==> config.mk <==
export PLATFORM = sky130hd
export DESIGN_NAME = mux4_rr_arbiter
export DESIGN_NICKNAME = d
export VERILOG_FILES = /design/src/rtl/mux4_rr_arbiter_pkg.sv /design/src/rtl/mux4_rr_arbiter_rr_pick4.sv /design/src/rtl/mux4_rr_arbiter.sv
export SDC_FILE = /design/constraint.sdc
export NUM_CORES = 1
export LEC_CHECK = 0
export CELL_PAD_IN_SITES_DETAIL_PLACEMENT = 0
export CELL_PAD_IN_SITES_GLOBAL_PLACEMENT = 2
export CORE_MARGIN = 8
export CORE_UTILIZATION = 21
export CTS_CLUSTER_DIAMETER = 30
export DETAILED_ROUTE_END_ITERATION = 6
export PLACE_DENSITY_LB_ADDON = 0.3
export SLEW_MARGIN = 5
export SYNTH_ARGS = -nofsm -noshare
export SYNTH_HDL_FRONTEND = slang
export SYNTH_SLANG_ARGS = --single-unit
==> constraint.sdc <==
create_clock -name clk -period 2.03 [get_ports clk]
set_clock_uncertainty 0.15 [all_clocks]
set_input_delay 0.5075 -clock clk [delete_from_list [all_inputs] [get_ports clk]]
set_output_delay 0.5075 -clock clk [all_outputs]
set_load 0.005 [all_outputs]
==> src/rtl/mux4_rr_arbiter_pkg.sv <==
// ============================================================================
// Module      : mux_arb_pkg
// Description : Shared types and constants for the 4-way round-robin mux
//               arbiter: state encoding, requester index type, defaults.
// Revision    : 1.0 - initial release
// ============================================================================
`default_nettype none

package mux_arb_pkg;

    localparam int NUM_REQ      = 4;
    localparam int DEF_DATA_W   = 8;
    localparam int DEF_MAX_HOLD = 8;

    // Encoded requester index (0..NUM_REQ-1)
    typedef logic [1:0] idx_t;

    // Controller states
    typedef enum logic [0:0] {
        IDLE  = 1'b0,
        GRANT = 1'b1
    } arb_state_t;

    // Index to one-hot grant vector
    function automatic logic [NUM_REQ-1:0] idx_to_onehot(input idx_t i_idx);
        return 4'b0001 << i_idx;
    endfunction

endpackage

`default_nettype wire

==> src/rtl/mux4_rr_arbiter_rr_pick4.sv <==
// ============================================================================
// Module      : rr_pick4
// Description : Combinational 4-way round-robin picker. Returns the first
//               asserted request scanning from i_ptr upward (mod 4).
// Revision    : 1.0 - initial release
// ============================================================================
`default_nettype none

module rr_pick4
    import mux_arb_pkg::*;
(
    input  logic [NUM_REQ-1:0] i_req,
    input  idx_t               i_ptr,
    output idx_t               o_winner,
    output logic               o_any
);

    idx_t w_idx;

    // Scan from the farthest offset down so the nearest request to i_ptr wins
    always_comb begin
        o_winner = '0;
        o_any    = 1'b0;
        w_idx    = '0;
        for (int k = NUM_REQ - 1; k >= 0; k--) begin
            w_idx = i_ptr + idx_t'(k);
            if (i_req[w_idx]) begin
                o_winner = w_idx;
                o_any    = 1'b1;
            end
        end
    end

endmodule

`default_nettype wire

==> src/rtl/mux4_rr_arbiter.sv <==
// ============================================================================
// Module      : mux4_rr_arbiter
// Description : Round-robin arbiter sharing one 4:1 data mux between four
//               requesters. Drives one-hot grant and mux select, registers
//               the selected data onto dout with a valid flag.
//               Optional macro MUX_ARB_TIMEOUT_EN: pre-empts a grant once it
//               has lasted MAX_HOLD cycles while still requested.
// Revision    : 1.0 - initial release
// ============================================================================
`default_nettype none

module mux4_rr_arbiter
    import mux_arb_pkg::*;
#(
    parameter int DATA_W   = DEF_DATA_W,
    parameter int MAX_HOLD = DEF_MAX_HOLD
) (
    input  logic               clk,
    input  logic               rst,
    input  logic [NUM_REQ-1:0] req,
    input  logic [DATA_W-1:0]  din0,
    input  logic [DATA_W-1:0]  din1,
    input  logic [DATA_W-1:0]  din2,
    input  logic [DATA_W-1:0]  din3,
    output logic [NUM_REQ-1:0] gnt,
    output logic [1:0]         sel,
    output logic [DATA_W-1:0]  dout,
    output logic               dout_valid,
    output logic               busy
);

    localparam int HOLD_W = $clog2(MAX_HOLD + 1);

    // State registers
    arb_state_t          r_state;
    idx_t                r_ptr;
    logic [HOLD_W-1:0]   r_hold_cnt;
    logic [NUM_REQ-1:0]  r_gnt;
    idx_t                r_sel;
    logic [DATA_W-1:0]   r_dout;
    logic                r_dout_valid;

    // Next-state values
    arb_state_t          w_state_nxt;
    idx_t                w_ptr_nxt;
    logic [HOLD_W-1:0]   w_hold_nxt;
    logic [NUM_REQ-1:0]  w_gnt_nxt;
    idx_t                w_sel_nxt;
    logic [DATA_W-1:0]   w_dout_nxt;
    logic                w_dout_valid_nxt;

    // Arbitration and datapath helpers
    logic                w_sel_req;
    logic                w_timeout;
    logic                w_end;
    logic [NUM_REQ-1:0]  w_pick_req;
    idx_t                w_pick_ptr;
    idx_t                w_win;
    logic                w_any;
    logic [DATA_W-1:0]   w_din_sel;

    assign w_sel_req = req[r_sel];

`ifdef MUX_ARB_TIMEOUT_EN
    assign w_timeout = (r_state == GRANT) && w_sel_req
                       && (r_hold_cnt == HOLD_W'(MAX_HOLD));
`else
    assign w_timeout = 1'b0;
`endif

    // A grant ends on release, or on a forced timeout
    assign w_end = (r_state == GRANT) && (!w_sel_req || w_timeout);

    // One picker serves both idle arbitration and re-arbitration at release.
    // A pre-empted requester stays eligible; the pointer already makes it last.
    always_comb begin
        w_pick_req = req;
        w_pick_ptr = r_ptr;
        if (r_state == GRANT) begin
            w_pick_ptr = r_sel + idx_t'(1);
            if (!w_timeout) begin
                w_pick_req = req & ~idx_to_onehot(r_sel);
            end
        end
    end

    rr_pick4 u_pick (
        .i_req    (w_pick_req),
        .i_ptr    (w_pick_ptr),
        .o_winner (w_win),
        .o_any    (w_any)
    );

    // Shared 4:1 data mux driven by the current select
    always_comb begin
        w_din_sel = din0;
        case (r_sel)
            2'd0:    w_din_sel = din0;
            2'd1:    w_din_sel = din1;
            2'd2:    w_din_sel = din2;
            default: w_din_sel = din3;
        endcase
    end

    // Next-state and output logic for the IDLE/GRANT controller
    always_comb begin
        w_state_nxt      = r_state;
        w_ptr_nxt        = r_ptr;
        w_hold_nxt       = r_hold_cnt;
        w_gnt_nxt        = r_gnt;
        w_sel_nxt        = r_sel;
        w_dout_nxt       = r_dout;
        w_dout_valid_nxt = r_dout_valid;
        case (r_state)
            IDLE: begin
                w_dout_valid_nxt = 1'b0;
                if (w_any) begin
                    w_state_nxt = GRANT;
                    w_gnt_nxt   = idx_to_onehot(w_win);
                    w_sel_nxt   = w_win;
                    w_hold_nxt  = HOLD_W'(1);
                end
            end
            GRANT: begin
                if (w_end) begin
                    w_dout_valid_nxt = 1'b0;
                    w_ptr_nxt        = r_sel + idx_t'(1);
                    if (w_any) begin
                        w_gnt_nxt  = idx_to_onehot(w_win);
                        w_sel_nxt  = w_win;
                        w_hold_nxt = HOLD_W'(1);
                    end else begin
                        w_state_nxt = IDLE;
                        w_gnt_nxt   = '0;
                    end
                end else begin
                    w_dout_nxt       = w_din_sel;
                    w_dout_valid_nxt = 1'b1;
                    if (r_hold_cnt != HOLD_W'(MAX_HOLD)) begin
                        w_hold_nxt = r_hold_cnt + HOLD_W'(1);
                    end
                end
            end
            default: begin
                w_state_nxt = IDLE;
                w_gnt_nxt   = '0;
            end
        endcase
    end

    // State register with synchronous reset
    always_ff @(posedge clk) begin
        if (rst) begin
            r_state      <= IDLE;
            r_ptr        <= '0;
            r_hold_cnt   <= '0;
            r_gnt        <= '0;
            r_sel        <= '0;
            r_dout       <= '0;
            r_dout_valid <= 1'b0;
        end else begin
            r_state      <= w_state_nxt;
            r_ptr        <= w_ptr_nxt;
            r_hold_cnt   <= w_hold_nxt;
            r_gnt        <= w_gnt_nxt;
            r_sel        <= w_sel_nxt;
            r_dout       <= w_dout_nxt;
            r_dout_valid <= w_dout_valid_nxt;
        end
    end

    assign gnt        = r_gnt;
    assign sel        = r_sel;
    assign dout       = r_dout;
    assign dout_valid = r_dout_valid;
    assign busy       = (r_state == GRANT);

endmodule

`default_nettype wire
Yosys cells after proc, flatten, opt, wreduce, memory -nomap -nowiden
Cells that the tools add are included.
Widths: inputs -> output; s select.
{ "word_totals": {"out_inout_bits": 16, "register_bits": 18, "inputBits": 38} }
{ "op_classes": {"n_lt_le_gt_ge": 5, "muxes": 33, "n_shift": 2, "n_eq_ne": 4, "reduce_logical": 6, "n_addsub": 4, "bitwise_logic": 4} }
{ "op_table": {"columns": ["op", "count"], "rows": [
  ["$pmux 8 s3", 1],
  ["$mux 4", 4],
  ["$lt 2x3->1 const B", 5],
  ["$mux 2", 7],
  ["$mux 1", 12],
  ["$bmux 1 s2", 5],
  ["$pmux 4 s2", 1],
  ["$shl 1x2->4 const A", 2],
  ["$reduce_and 2->1", 3],
  ["$add 2x1->2 const B", 2],
  ["$add 2x2->2 const B", 2],
  ["$and 4x4->4", 1],
  ["$ne 2x1->1 const B", 2],
  ["$not 4->4", 1],
  ["$pmux 1 s2", 2],
  ["$pmux 2 s2", 1],
  ["$eq 2x1->1 const B", 1],
  ["$eq 2x2->1 const B", 1],
  ["$logic_not 2->1", 1],
  ["$not 1->1", 2],
  ["$logic_and 1x1->1", 1],
  ["$logic_not 1->1", 1]
]} }

Longest topological paths before layout
{ "logic_depth": {"depth_word": 14, "ltp_mapped": 8, "depth_no_buf": 6} }

By module
From an unflattened synthesis, not the netlist that was laid out.
{ "unflattened": {"cells_unflattened": 116, "area_unflattened_um2": 1064.8} }
{ "modules_own_cells": {"columns": ["module", "n_inst", "cells_each", "area_each_um2", "seq_area_each_um2"], "rows": [
  ["mux4_rr_arbiter", 1, 103, 987.2, 360.3],
  ["rr_pick4", 1, 13, 77.6, 0.0]
]} }

Worst setup path after synthesis
Ideal clock, no wire load.
{ "synth_timing": {"path_kind": "reg2reg", "from": "register r_sel[0], in the netlist sel[0]", "to": "register r_sel[1], in the netlist sel[1]", "n_path_buf": 2, "stages_incl_launch_ff": 9, "slack_ns": -0.051, "setup_ns": 0.075, "required_time_ns": 1.805, "t_arrival_ns": 1.856, "cell_sequence": "dfxtp_1 buf_6 inv_1 ha_1 clkbuf_1 a21bo_2 a2111oi_1 or4_1 o22ai_1"} }
{ "synth_via": {"elab_chain_len": 13} }
{ "synth_rtl": {"columns": ["item", "line_no", "source"], "rows": [
  ["start: declaration", "mux4_rr_arbiter.sv:39", "idx_t r_sel;"],
  ["start signal: assignment", "mux4_rr_arbiter.sv:166", "r_sel <= w_sel_nxt;"],
  ["branches (longest 13 deep; another with $add 2x1->2)", null, null]
]} }
Parallel ways; which one is timed is not known. The select of a mux whose other input is x is not followed.
A chain may end at the register's enable or synchronous reset.

Final worst setup path
{ "layout_timing": {"from": "register r_sel[1], in the netlist sel[1]", "to": "register r_sel[1], in the netlist sel[1]"} }
The elaborated chain is that of the path after synthesis.

==> results.md <==
Outcome:
- The flow ran to the end, and the final reports show no timing, DRC or antenna violations.

Setup path:
- Walking the worst path, the cells encountered are inv_1, ha_2, mux2i_4, and4_1, or4_1, o22ai_1.
- The data required time of the critical path is 2050 ps.
- Grouping stages by cell kind, the critical path spends the most delay in simple AND/OR/NAND/NOR gates.
- On the worst path, the slowest cell contributes a delay of 480 ps.
- In this run the worst path has a maximum fanout of 4.
- The element type at the critical path start is a flip-flop.
- The slowest stage of the critical path belongs to the cell or4_1.
- The endpoint arrival time on the critical path is 1970 ps.
- The category of the worst setup path capture point is a flip-flop.
- The start-to-end type of the worst setup path is reg -> reg.
- The critical path buffer and inverter count is 1.

Clock tree:
- The CTS H-tree depth is 1.
- The clock transition at the registers of the reported paths is 70 ps.
- The root buffer cell chosen for the clock tree is clkbuf_8.
- The clock insertion delay at the later pin of the skew report is 250 ps.
- Hold repair after CTS inserted 0 buffers.
- The number of buffers created by CTS is 3.
- TritonCTS built the clock tree.
- In this run the deepest clock path goes through 2 buffers.
- The tree built by TritonCTS fans out to 18 sinks.

Place:
- The routability congestion estimate from global placement is 0.745.
- The count of buffers added on input and output ports is 53.
- After detailed placement, the total cell area comes to 2120 um2.
- In this run, placement finished with an instance count of 309.
- The worst setup timing slack at the placement stage is -280 ps.
- After legalization and detailed placement, the total HPWL measured 3.82 mm.

Floorplanning:
- Once the floorplan was initialized, standard cells occupied 21.3% of the core.
- The floorplan step set the die height to 95.5 um.
- The number of placed I/O pins is 54.
- The die is 95.5 um wide.
- The floorplan die area is 9120 um2.
- The area inside the core boundary is 6240 um2.
- The site row count is 29.

Job:
- The number of maximum-capacitance constraint violations is 0.

Finish:
- Cells fill 35.0% of the core in the end.
- The share of layout cells above drive strength 1 is 21.7%.
- The number of antenna diodes in the final layout is 0.
- The layout-stage area growth over the synthesis result is 64.4%.
- The library cell used most frequently in the layout, excluding fill and tap cells, is clkdlybuf4s50_1.
- The number of standard cells in the layout, taps in and fillers out is 312.
- The design area is 2180 um2.
- The top cell types in the final layout, fill and taps aside, are 48 x clkdlybuf4s50_1, 31 x nand2_1, 31 x buf_4.
- The number of nets at the end of the flow is 281.

Drt:
- Across all layers, the routed design uses 1510 vias.
- In this run the remaining antenna-violating nets after routing total 0.
- In the final routed layout, each cell accounts on average for 15.1 um.
- The count of routing violations after the opening detailed-route iteration is 65.
- The final layout contains routed wiring with a total length of 4.71 mm.
- The number of vias per cell is 4.84.
- The final routed DRC violation total is 0.
- The number of detailed-route iterations in the first pass is 4.

Power and ir drop:
- The largest voltage drop on the vdd net is 0.000265 V.
- The leakage power is 0.826 nW.
- The power per unit of standard cell area is 705 nW/um2.

Global routing:
- The fraction of met3 tracks used by global routing is 4.65%.
- In the global route stage, overall resource usage came out at 10.8%.
- The number of antenna violations at the first check in global routing is 0.
- The total overflow left after global routing is 0.
- The met2 track demand over resource in global routing is 18.2%.
- Global routing used 13.4% of the available met1 tracks.
- The wire length of the first global-routing pass is 8.04 mm.
- Entering global routing, the biggest net connects 17 pins.
- met2 is the most crowded layer.
- The via count of the first global-routing pass is 1650.

Synth:
- The number of warnings reported in the yosys synthesis log is 0.
- Measured against the total synthesized area, the mux share comes to 7.26%.
- In the synthesized netlist the dominant register cell turns out to be dfxtp_1.
- The share of the synthesized area in compound gates (AO/OA/AOI/OAI) is 35.1%.
- The synthesized net count is 204.
- The unique cell type count in the Yosys netlist is 45.
- After technology mapping, the gate count stands at 160.
- A synthesized cell averages 8.30 um2.
- The synthesized cell area is 1330 um2.
- The fraction of the mapped netlist area in simple logic gates is 17.3%.
- The largest family of logic cells by synthesized area is compound AO/OA/AOI/OAI gates.
- The async set-or-reset flop fraction in the synthesized netlist is 0%.
- The xor/xnor share of the synthesized area is 0%.
- Summing the areas of all fa, ha and maj instances in the mapped netlist gives 5.66% of the synthesized area.
- The total of flip-flops plus latches after synthesis is 18.
- After synthesis, flip-flops and latches occupy 27.1% of the total area.
- The number of enable-type register cells in the synthesized netlist is 0.

Timing:
- The worst-case headroom to the max-slew limit is 76.2%.
- The max-slew violation total from the final report is 0.
- Static timing analysis puts the maximum clock frequency at 513 MHz.
- The clock period could shrink to 1950 ps.
- The worst hold slack across all endpoints is 308 ps.
- The count of endpoints failing hold in the final timing report came to 0.
- The final-report setup violation count is 0.
- The worst path uses 96.1% of the clock period.
- The pin slew with the least headroom to its limit is 356 ps.
- The final critical-path setup slack is 79.9 ps.
- Setup repair after global routing could not meet its margin everywhere.

Hold path:
- The class of the worst hold path is reg -> reg.
-- worst register-to-register path: stages (launching register included) --
cell and delay (ps):
dfxtp_2 350, inv_1 80, ha_2 370, mux2i_4 90, and4_1 210, or4_1 480
o22ai_1 150
-- final timing paths --
| check | start | endpoint | slack [ps] | depth (start not counted) |
|---|---|---|---|---|
| setup / recovery | sel[1] | sel[1] | 80 | 6 |
| hold / removal | dout[6] | dout[6] | 310 | 2 |
| setup reg to reg | sel[1] | sel[1] | 80 | 6 |
| hold reg to reg | dout[6] | dout[6] | 310 | 2 |
-- synthesized netlist by cell type, drive strengths merged (4+ instances only) --
cell,count,share of area (%)
nand2b,6,2.8
ha,6,5.7
clkbuf,6,1.7
mux2i,5,4.7
a21oi,11,4.1
nand2,31,8.8
a222oi,8,6.0
o21ai,10,3.8
nor2,5,1.4
buf,7,4.7
o32ai,5,3.3
a21boi,4,3.1
dfxtp,18,27
-- cells by family (layout without fill, tap and decap cells) --
| logic type | Yosys count | count (layout) |
|---|---|---|
| flip-flops | 18 | 18 |
| buffers and inverters | 17 | 92 |
| AO/OA/AOI/OAI | 61 | 61 |
| AND/OR/NAND/NOR | 51 | 51 |
| adder cells (fa/ha/maj) | 6 | 6 |
| multiplexers | 7 | 7 |
-- metal layers --
| layer | wire (um) | vias up |
|---|---|---|
| met2 | 2170 | 51 |
| met5 | 0 | - |
| met1 | 2140 | 699 |
| met4 | 0 | 0 |
| met3 | 401 | 0 |
| li1 | - | 760 |
-- per-stage QoR --
step / total power, mW / setup TNS (ps)
CTS: 1.55 / 0
floorplan: 0.886 / 0
finish: 1.54 / 0
global route: 1.65 / -1.18
global placement: 1.30 / -3640
detailed placement: 1.29 / -3950
-- repair_timing --
item                       4_1_cts  5_1_grt
pin swaps                        1        0
setup buffers                    0        0
cloned                           0        0
setup endpoints to repair        5        8
resized for setup                5        7
-- state kept, by name (all words and copies together) (netlist names) --
register    flops
dout            8
gnt             4
r_ptr           2
sel             2
busy            1
dout_valid      1
-- area by class of cell --
type | instances | area, um2
repair buffers | 85 | 785
flip-flops and latches | 18 | 364
well taps | 77 | 96.3
multi-input cells | 125 | 881
inverters | 4 | 15.0
fillers | 676 | 4060
clock buffers | 3 | 41.3
-- power breakdown --
| part | internal, mW | switching [mW] | total, mW |
|---|---|---|---|
| clock network | 0.132 | 0.117 | 0.249 |
| logic | 0.456 | 0.392 | 0.848 |
| registers | 0.408 | 0.0325 | 0.440 |
| total | 0.996 | 0.541 | 1.54 |
(Power assumes the default switching activity.)
